### src/rtl/seq_pair_loader.sv
//==============================================================================
// Module  : seq_pair_loader
// Brief   : Ping-pong loader assembling query/database chunk pairs into two banks
// Revision: 1.0
//==============================================================================
`default_nettype none

module seq_pair_loader #(
  parameter  int SEQ_LENGTH   = 16,
  parameter  int LETTER_WIDTH = 2,
  parameter  int INPUT_WIDTH  = 8,
  localparam int LPC          = INPUT_WIDTH / LETTER_WIDTH,
  localparam int NUM_CHUNKS   = SEQ_LENGTH / LPC,
  localparam int LEN_W        = $clog2(NUM_CHUNKS + 1)
) (
  input  logic                                    clk,
  input  logic                                    rst_n,
  input  logic                                    in_valid,
  output logic                                    in_ready,
  input  logic                                    in_last,
  input  logic [INPUT_WIDTH-1:0]                  query_in,
  input  logic [INPUT_WIDTH-1:0]                  database_in,
  output logic                                    out_valid,
  input  logic                                    out_release,
  output logic [SEQ_LENGTH-1:0][LETTER_WIDTH-1:0] query_out,
  output logic [SEQ_LENGTH-1:0][LETTER_WIDTH-1:0] database_out,
  output logic [LEN_W-1:0]                        out_len
);

  localparam int CNT_W = $clog2(NUM_CHUNKS);

  logic [1:0][SEQ_LENGTH-1:0][LETTER_WIDTH-1:0] q_mem;
  logic [1:0][SEQ_LENGTH-1:0][LETTER_WIDTH-1:0] d_mem;
  logic [1:0][LEN_W-1:0]                        bank_len;
  logic [1:0]                                   bank_full;
  logic                                         wr_bank;
  logic                                         rd_bank;
  logic [CNT_W-1:0]                             chunk_cnt;

  logic                                         accept;
  logic                                         close_fill;
  logic                                         release_bank;
  logic [SEQ_LENGTH-1:0]                        letter_hit;
  logic [SEQ_LENGTH-1:0][LETTER_WIDTH-1:0]      q_letter;
  logic [SEQ_LENGTH-1:0][LETTER_WIDTH-1:0]      d_letter;

  assign in_ready     = !bank_full[wr_bank];
  assign accept       = in_valid && in_ready;
  assign close_fill   = accept && (in_last || (chunk_cnt == CNT_W'(NUM_CHUNKS - 1)));
  assign release_bank = out_release && bank_full[rd_bank];

  // Each letter slot knows which chunk feeds it and from which lane of that chunk.
  for (genvar l = 0; l < SEQ_LENGTH; l++) begin : g_letter
    assign letter_hit[l] = (chunk_cnt == CNT_W'(l / LPC));
    assign q_letter[l]   = query_in[(l % LPC)*LETTER_WIDTH +: LETTER_WIDTH];
    assign d_letter[l]   = database_in[(l % LPC)*LETTER_WIDTH +: LETTER_WIDTH];
  end

  always_ff @(posedge clk or negedge rst_n) begin
    if (!rst_n) begin
      q_mem     <= '0;
      d_mem     <= '0;
      bank_len  <= '0;
      bank_full <= '0;
      wr_bank   <= 1'b0;
      rd_bank   <= 1'b0;
      chunk_cnt <= '0;
    end else begin
      if (accept) begin
        // Chunk 0 wipes the bank so a short pair reads back zero-padded.
        for (int l = 0; l < SEQ_LENGTH; l++) begin
          if (letter_hit[l]) begin
            q_mem[wr_bank][l] <= q_letter[l];
            d_mem[wr_bank][l] <= d_letter[l];
          end else if (chunk_cnt == '0) begin
            q_mem[wr_bank][l] <= '0;
            d_mem[wr_bank][l] <= '0;
          end
        end
        if (close_fill) begin
          bank_full[wr_bank] <= 1'b1;
          bank_len[wr_bank]  <= LEN_W'(chunk_cnt) + LEN_W'(1);
          chunk_cnt          <= '0;
          wr_bank            <= ~wr_bank;
        end else begin
          chunk_cnt <= chunk_cnt + CNT_W'(1);
        end
      end
      // A releasable bank is full, so it can never be the bank being written.
      if (release_bank) begin
        bank_full[rd_bank] <= 1'b0;
        rd_bank            <= ~rd_bank;
      end
    end
  end

  assign out_valid    = bank_full[rd_bank];
  assign query_out    = q_mem[rd_bank];
  assign database_out = d_mem[rd_bank];
  assign out_len      = bank_len[rd_bank];

endmodule

`default_nettype wire

### config.mk
export PLATFORM = sky130hd
export DESIGN_NAME = seq_pair_loader
export DESIGN_NICKNAME = d
export VERILOG_FILES = /design/src/rtl/seq_pair_loader.sv
export SDC_FILE = /design/constraint.sdc
export NUM_CORES = 1
export LEC_CHECK = 0
export ABC_AREA = 0
export CORE_ASPECT_RATIO = 0.9
export CORE_MARGIN = 2
export CORE_UTILIZATION = 56
export CTS_BUF_LIST = sky130_fd_sc_hd__clkbuf_2 sky130_fd_sc_hd__clkbuf_4 sky130_fd_sc_hd__clkbuf_8
export CTS_CLUSTER_DIAMETER = 80
export DETAILED_ROUTE_END_ITERATION = 8
export HOLD_SLACK_MARGIN = 0.1
export PLACE_DENSITY = 0.83
export SKIP_CTS_REPAIR_TIMING = 1
export SYNTH_ARGS = -nofsm -noshare
export SYNTH_HDL_FRONTEND = slang
export SYNTH_SLANG_ARGS = --single-unit
### constraint.sdc
create_clock -name clk -period 2.2 [get_ports clk]
set_input_delay 0.33 -clock clk [delete_from_list [all_inputs] [get_ports clk]]
set_output_delay 0.33 -clock clk [all_outputs]
set_load 0.05 [all_outputs]
==> flow_summary.yaml <==
worst_setup_path:
  critical_path_arrival_ns: 1.75
  cp-end-kind: "output port"
  cp_slowest_cell: "mux2_2"
  cp_data_required_time_ns: 1.87
  cp_slowest_stage_delay_ns: 0.40
  worstPathMaxFanout: 57
  path_cells: "buf_12, mux2_2, buf_4"
  startpoint_type: "flop"
  worst-setup-path-type: "flop to output port"
layout:
  area_growth_pct: 19.8
  regArea_um2: 3500
  multi_input_area_um2: 2290
  layout_common_cells: "139 x dfrtp_1, 104 x mux2_2, 96 x a22o_1, 84 x buf_4, 22 x clkbuf_8"
  layout_commonest_cell: "dfrtp_1"
  diodes: 0
  nets: 537
  drive_above_1_share_pct: 43.4
  fillers: 766
  instances_no_fill: 656
  fin_util_pct: 68.0
synthesis:
  syn-num-nets: 456
  synth-seq-cells: 140
  ys_warn_count: 0
  syn_area_um2: 6060
  syn_inst: 431
  yosysUniqueCellTypes: 28
  syn_avg_cell_area_um2: 14.1
  synth-seq-area-share_pct: 57.8
run:
  maxCapViolCount: 0
timing:
  final_hold_viol_count: 0
  setup_tns_ns: 0
  skew_ns: 0.00950
  fin_ws_ns: 0.118
  min_period_ns: 2.08
  finalCritPeriodShare_pct: 94.6
  slew_headroom_pct: 51.3
  maxSlewViolCount: 0
  fmax_mhz: 480
  finalSetupViolCount: 0
  worst_slew_pin_slew_ns: 0.723
  grt_setup_unrepaired: "false"
die:
  core_area_um2: 10700
  ios: 90
  die_area_um2: 11700
  fp-row-count: 36
  dieHeight_um: 103
  initial_utilization_pct: 56.8
  die_w_um: 114
route:
  drt-wirelength-per-cell_um: 20.9
  wl_mm: 13.7
  met2_length_mm: 6.59
  ant_nets: 0
  drtIter0Drc: 386
  topRoutingLayerUsed: "met4"
  vias_per_cell: 6.08
  wl_met1_mm: 6.08
  drc_errors: 0
  num_vias: 3990
  drt_pass1_iterations: 4
  dr_wl_met3_um: 899
pwr:
  clkPwrFrac_pct: 14.8
  power_leakage_nw: 3.56
  switching_share_pct: 43.0
  power_switching_w: 0.00542
  power.density_nw_per_um2: 1740
  p_int_w: 0.00720
  p_comb_share_pct: 52.0
  ir_drop_mv: 1.26
  p_seq_share_pct: 33.2
global_routing:
  grt.total_usage_pct: 24.8
  grt_pass1_vias: 4116
  grt_pass1_wl_mm: 21.9
  antenna_found_initial: 0
  grt_start_max_net_pins: 67
  grt_overflow: 0
clock_tree:
  h-tree-depth: 4
  cts.sinks: 140
  clock_latency_ns: 0.44
  cts-root-buf: "clkbuf_8"
  cts_tree: "yes"
  clk_pin_slew_ns: 0.07
  numCtsBuffers: 17
  clk_path_buf_depth: 2
run_status:
  status: "complete, no violations"
place:
  routabilityCongestion: 0.812
  dpl.hpwl_mm: 8.89
  io_buffers: 89
  post-place-ws_ns: 0.169
  dp.cells: 625
worst_hold_path:
  min_path_type: "input pin to async pin"
## worst max-delay path: cells and delay by family, from the launching register on
kind / cells / cell delay (ns)
flip-flops: 1 / 0.38
multiplexers: 1 / 0.40
buffers and inverters: 2 / 0.48
## synthesized netlist by cell type
master,n,area (µm²)
dfrtp_1,140,3500
mux2_2,104,1170
a22o_1,96,841
buf_1,16,60.1
buf_2,13,65.1
buf_4,9,67.6
and2_1,7,43.8
o21ai_1,6,30.0
nand2_1,5,18.8
clkbuf_2,4,20.0
ha_1,4,50.1
o21ai_0,4,20.0
a21oi_1,3,15.0
inv_1,3,11.3
a21o_1,2,15.0
buf_6,2,22.5
clkbuf_1,2,7.51
a31o_2,1,8.76
a31oi_1,1,6.26
a41o_1,1,10.0
and3b_1,1,8.76
buf_8,1,15.0
mux2i_1,1,10.0
nand2_2,1,6.26
nand2b_1,1,6.26
nor2_1,1,3.75
nor3_1,1,5.00
nor3b_4,1,18.8
## routing by layer
| metal | vias up | GRT usage (%) |
|---|---|---|
| li1 | 1764 | - |
| met4 | 0 | 7.04 |
| met5 | - | 0 |
| met1 | 2073 | 34.3 |
| met3 | 15 | 7.47 |
| met2 | 138 | 38.9 |
## state kept, by name, summed over array words and instances, names as in the netlist
name	flops
d_mem	64
bank_len	6
chunk_cnt	2
wr_bank	1
rd_bank	1
bank_full	2
q_mem	64
## area by class of cell
type	instances	share of cell area, %
clock inverters	1	0.0689
flip-flops and latches	140	48.3
inverters	3	0.155
well taps	133	2.29
clock buffers	29	4.89
repair buffers	109	12.8
multi-input cells	241	31.5
## final timing paths
check	startpoint	end	slack [ns]	cells past startpoint
setup reg to reg	chunk_cnt[0]	bank_len[1]	0.35	3
setup / recovery	rd_bank	database_out[4]	0.12	3
max in group asynchronous	rst_n	d_mem[3]	1.18	3
hold reg to reg	bank_len[5]	bank_len[5]	0.49	1
min in group clk	bank_len[5]	bank_len[5]	0.49	1
hold / removal	rst_n	q_mem[58]	0.36	2
## power groups by stage
stage	Combinational (W)	Sequential, W	Clock (W)
final	0.00656	0.00419	0.00187
after CTS	0.00660	0.00418	0.00190
after floorplan	0.00496	0.00402	0
after global placement	0.00647	0.00414	0
after global routing	0.00687	0.00431	0.00203
after detailed placement	0.00657	0.00422	0
## through the flow
stage	hold WS (ns)	total power [W]	instance area, µm²
5_1_grt	0.377	0.0132	7260
4_1_cts	-0.206	0.0127	7250
6_report	0.356	0.0126	7260
3_5_place_dp	0.272	0.0108	6890
3_3_place_gp	0.264	0.0106	6890
2_1_floorplan	0.0344	0.00898	6060
## cell families after synthesis
logic type	Yosys count	share of synthesized area, %
buf+inv	50	4.44
simple gates	18	1.84
fa+ha+maj	4	0.826
mux	105	19.5
compound gates	114	15.6
flops	140	57.8
Note: power is estimated with default switching activity, not from simulation.
==> edit 1: new RTL, config.mk and constraints unchanged <==
`LETTER_WIDTH`: 2 -> 4.
--- a/src/rtl/seq_pair_loader.sv
+++ b/src/rtl/seq_pair_loader.sv
@@ -8,5 +8,5 @@
 module seq_pair_loader #(
   parameter  int SEQ_LENGTH   = 16,
-  parameter  int LETTER_WIDTH = 2,
+  parameter  int LETTER_WIDTH = 4,
   parameter  int INPUT_WIDTH  = 8,
   localparam int LPC          = INPUT_WIDTH / LETTER_WIDTH,
Ports: changed (resized database_out, out_len and query_out); port bits go from 90 to 155. No check against the original RTL was run, so the function may have changed too.
==> edit 1 against the unedited design <==
  * The flow now finishes with violations (negative setup slack)
  * Hold slack worse by 0.076 ns
  * Routed wire length is 140% higher
  * Total power is 95% higher
  * Final area is 110% higher
  * Maximum frequency is 8.8% lower
  * Area after synthesis is 92% higher
  * Sequential cell count is 131 higher
  * Setup slack worse by 0.20 ns
  * Register-to-register slack worse by 0.16 ns
  * Highest routed layer unchanged
==> edit 1: results (changes against the unedited design) <==
Run status:
- The flow ran to the end, but the final reports show violations.
- The final reports fail on negative setup slack.

Final layout:
- The share of layout cells above drive strength 1 is 42.8% (-0.65 points).
- In the final layout, the registers with the most flip-flops are d_mem (128), q_mem (128), bank_len (8).
- The fill cell total of the finished layout was 1,271 (+66%).

Power and ir drop:
- The leakage power is 7.51 nW (+110%).
- The cell-internal power was 14.5 mW (+100%).
- The highest ir drop seen on vdd is 1.57 mV (+25%).

Placement:
- The quantity of I/O buffers inserted on ports was 154 (+73%).
- The routability congestion estimate is 0.841 (+3.5%).
- The HPWL after detailed placement is 19,900 um (+120%).

Critical path:
- The length in cells of the worst reg-to-reg path is 5 (+2).
- The worst-path maximum fanout is 12 (-79%).
- The arrival time at the worst endpoint is 1.95 ns (+0.20 ns).
- Among all stages on the critical path, the largest delay is contributed by sky130_fd_sc_hd__dfrtp_4.
- The worst register-to-register path ends at q_mem[21].
- The slack of the worst reg-to-reg path is 0.19 ns (-0.16 ns).
- The largest stage delay on the critical path is 0.42 ns (+0.02 ns).

Clocking:
- The number of buffers on the longest clock path came to 3 (+1).
- The insertion delay to the later sink of the worst-skew pair is 0.58 ns (+0.14 ns).
- The total CTS buffers was 44 (+27).

Global routing:
- The number of global-route vias before repair is 8,425 (+100%).
- The maximum number of pins on one net before global-route repair came to 60 (-10%).
- The first-pass GRT wire length is 48,400 um (+120%).
- The overall routing resource usage is 28.4% (+3.6 points).
- The global routing met1 resource utilization is 40.9% (+6.6 points).
- The fraction of met2 tracks used by global routing is 43.7% (+4.9 points).
- The global-route met3 utilization is 7.47% (about the same).

Route:
- The total wirelength of the detailed-routed design came to 33,300 um (+140%).
- The number of DRC markers after the initial detailed-route iteration is 728 (+89%).
- The total via count in the routed design is 8,670 (+120%).
- The first-pass detailed-route iteration total came to 5 (+1).

STA:
- The minimum setup slack in the final design is -0.0819 ns (-0.200 ns).
- The final setup skew is 0.0523 ns (+0.0428 ns).
- The number of endpoints failing setup at the final stage is 77 (+77).
- The remaining max-slew budget at the tightest pin is 49.6% (-1.7 points).
- The final total negative setup slack came to -1.78 ns (-1.78 ns).

Logic synthesis:
- The register area share after synthesis is 58.1% (+0.34 points).
- The commonest cells after synthesis are 271 x sky130_fd_sc_hd__dfrtp_1, 192 x sky130_fd_sc_hd__a22o_1, 160 x sky130_fd_sc_hd__mux2_2.
- The post-synthesis cell type count was 38 (+36%).
- The net count after synthesis came to 898 (+97%).
- By area the synthesized netlist is led by sky130_fd_sc_hd__dfrtp_1 58%, sky130_fd_sc_hd__mux2_2 15%, sky130_fd_sc_hd__a22o_1 14%.
==> edit 1: changes by cell type after synthesis, sizes merged, moves of 3 or more <==
| cell | delta |
|---|---|
| dfrtp | +131 |
| a22o | +96 |
| mux2 | +66 |
| nand2 | +53 |
| o21ai | +48 |
| clkbuf | +38 |
| buf | -8 |
| nor2 | +4 |
| nor3 | +3 |
==> edit 1: worst max path at each step <==
stage	startpoint	endpoint	slack, ns	cells after the start
floorplan	wr_bank	chunk_cnt[0]	0.07	4
global placement	in_valid	q_mem[60]	0.05	4
detailed placement	in_valid	q_mem[58]	-0.04	4
CTS	rd_bank	query_out[54]	-0.22	3
global route	rd_bank	database_out[39]	-0.11	5
finish	rd_bank	database_out[39]	-0.08	5
==> edit 1: logic make-up (layout without fill, tap and decap cells) <==
logic type | count (synthesis) | in the layout | synth area share [%]
flip-flops | 271 | 271 | 58.1
adder cells (fa/ha/maj) | 6 | 6 | 0.644
AND/OR/NAND/NOR | 88 | 88 | 4.00
buffers and inverters | 81 | 307 | 3.16
AO/OA/AOI/OAI | 253 | 253 | 17.1
multiplexers | 172 | 172 | 16.9
==> edit 1: worst max-delay path, delay by kind of cell, from the launching register on <==
family   cells  cell delay, ns
mux          1            0.36
buf+inv      4            0.63
flops        1            0.42
==> edit 1: metal layers <==
metal	routed length (um)	vias to the layer above
met3	2810	70
met1	14000	4524
met4	915	0
met2	15600	438
met5	0	-
li1	-	3638
==> edit 1: per-stage QoR <==
| stage | hold WS (ns) | instances | area (um2) |
|---|---|---|---|
| 5_1_grt | 0.326 | 1357 | 15200 |
| 2_1_floorplan | 0.0344 | 871 | 11700 |
| 3_3_place_gp | 0.286 | 1265 | 13400 |
| 3_5_place_dp | 0.283 | 1265 | 13400 |
| 4_1_cts | -0.320 | 1344 | 14400 |
| 6_report | 0.281 | 1357 | 15200 |
==> edit 1: layout make-up <==
cell class | instances | area share [%]
Sequential cell | 271 | 44.5
Clock buffer | 70 | 5.99
Tap cell | 260 | 2.13
Timing Repair Buffer | 224 | 15.7
Multi-Input combinational cell | 519 | 30.8
Clock inverter | 9 | 0.706
Inverter | 4 | 0.0985
==> edit 1: power by group through the flow <==
stage	Combinational [mW]	Clock (mW)	Sequential, mW
finish	12.0	4.96	7.69
global route	12.5	5.22	7.85
CTS	10.6	4.97	7.65
detailed placement	10.5	0	7.70
global placement	10.3	0	7.63
floorplan	7.72	0	7.27
==> edit 2: new RTL, same flow settings <==
Without the edit above. Make the reset (`rst_n`) synchronous in one clocked block.
--- a/src/rtl/seq_pair_loader.sv
+++ b/src/rtl/seq_pair_loader.sv
@@ -57,5 +57,5 @@
   end
 
-  always_ff @(posedge clk or negedge rst_n) begin
+  always_ff @(posedge clk) begin
     if (!rst_n) begin
       q_mem     <= '0;
Check against the original RTL: not settled (the Yosys comparison gave no result); the edit may change what the design does.
==> edit 2 against the unedited design <==
  * Final area down 4.1%
  * Die area down 2.6%
  * Sequential cell count unchanged
  * Clock skew is 0.0045 ns higher
  * Area after synthesis down 2.7%
  * Core utilization shrank 0.090 points
  * Sequential share of layout area is 7.9 points lower
  * Non-clock buffer count fell by 5
  * Setup slack worse by 0.031 ns
  * Routed wire length is 11% higher
  * Critical path type unchanged
  * Largest cell class unchanged
Power is not compared: it rests on default switching activity, and its combinational part moved more than twofold at a synthesized area within 25%.
==> edit 2: results (changes against the unedited design) <==
Placement:
- The placed cell area came to 6620 um2 (-3.9%).
- The number of placed cells counting well taps was 804 (+29%).
- The routability congestion estimate is 0.819 (+0.79%).
- The worst slack after detailed placement is 0.215 ns (+0.0460 ns).

STA:
- The minimum clock period is 2.11 ns (+0.0312 ns).
- The final setup skew was 0.0140 ns (+0.00453 ns).
- The transition time at the pin with the least slew margin came to 0.624 ns (-0.0988 ns).
- The minimum hold slack is 0.391 ns (+0.0352 ns).

Route:
- The first-pass detailed-route iteration total was 5 (+1).
- The number of DRC markers after the initial detailed-route iteration was 338 (-12%).
- The total wirelength of the detailed-routed design is 15,200 um (+11%).
- The via count normalized by instance count is 5.91 (-2.9%).

Logic synthesis:
- The post-synthesis cell type count is 32 (+14%).
- The dominant synthesized flop cell is sky130_fd_sc_hd__dfxtp_1.
- By count the netlist is led by 187 x sky130_fd_sc_hd__nand2_1, 140 x sky130_fd_sc_hd__dfxtp_1, 88 x sky130_fd_sc_hd__o22ai_1.
- The fraction of synthesis flops using an asynchronous set or reset pin is 0% (-100 points).
- The register area share after synthesis came to 47.5% (-10 points).
- The mean instance size in the synthesized netlist was 9.48 um2 (-33%).
- The net count after synthesis is 647 (+42%).

Critical path:
- The logic depth of the worst path, buffers included is 3 (unchanged).
- The reg-to-reg critical path startpoint is chunk_cnt[0].
- The worst-path maximum fanout is 37 (-35%).
- Among cell families on the critical path, the largest total delay comes from flip-flops.
- The endpoint of the most critical setup path is database_out[9].
- The length in cells of the worst reg-to-reg path is 6 (+3).
- The capture point of the worst reg-to-reg path is d_mem[15].
- The largest individual stage delay along the critical path comes from the cell sky130_fd_sc_hd__dfxtp_4.
- The largest stage delay on the critical path came to 0.46 ns (+0.06 ns).

Final layout:
- The fill cell total of the finished layout was 780 (+1.8%).
- The final net count was 719 (+34%).
- The share of layout cells above drive strength 1 is 29.7% (-14 points).
- The count of non-filler cells in the finished layout is 835 (+27%).

Global routing:
- The number of global-route vias before repair is 4,798 (+17%).
- The overall routing resource usage is 27.0% (+2.1 points).
- The maximum number of pins on one net before global-route repair was 50 (-25%).
- The first-pass GRT wire length is 24,300 um (+11%).

Hold path:
- The type of the worst min-delay path is primary input to register.

Run status:
- The flow ran to the end, and the final reports show no timing, DRC or antenna violations.
## edit 2: kinds of logic (layout without fill, tap and decap cells)
group / count (synthesis) / after routing / synth area share (%)
AND/OR/NAND/NOR: 209 / 209 / 16.7
flip-flops: 140 / 140 / 47.5
AO/OA/AOI/OAI: 139 / 139 / 15.1
multiplexers: 75 / 75 / 14.2
buffers and inverters: 55 / 139 / 5.60
adder cells (fa/ha/maj): 4 / 4 / 0.849
## edit 2: area by class of cell
cell class	count	area, um2	area share (%)
flip-flops and latches	140	2810	40.3
clock buffers	18	241	3.47
multi-input cells	427	2770	39.7
repair buffers	104	878	12.6
clock inverters	13	93.8	1.35
well taps	129	161	2.32
inverters	4	15.0	0.216
## edit 2: metal layers
layer / wire, um / global-route usage [%]
met5: 0 / 0
met4: 211 / 8.16
met3: 1060 / 7.00
met2: 7170 / 43.8
met1: 6790 / 35.8
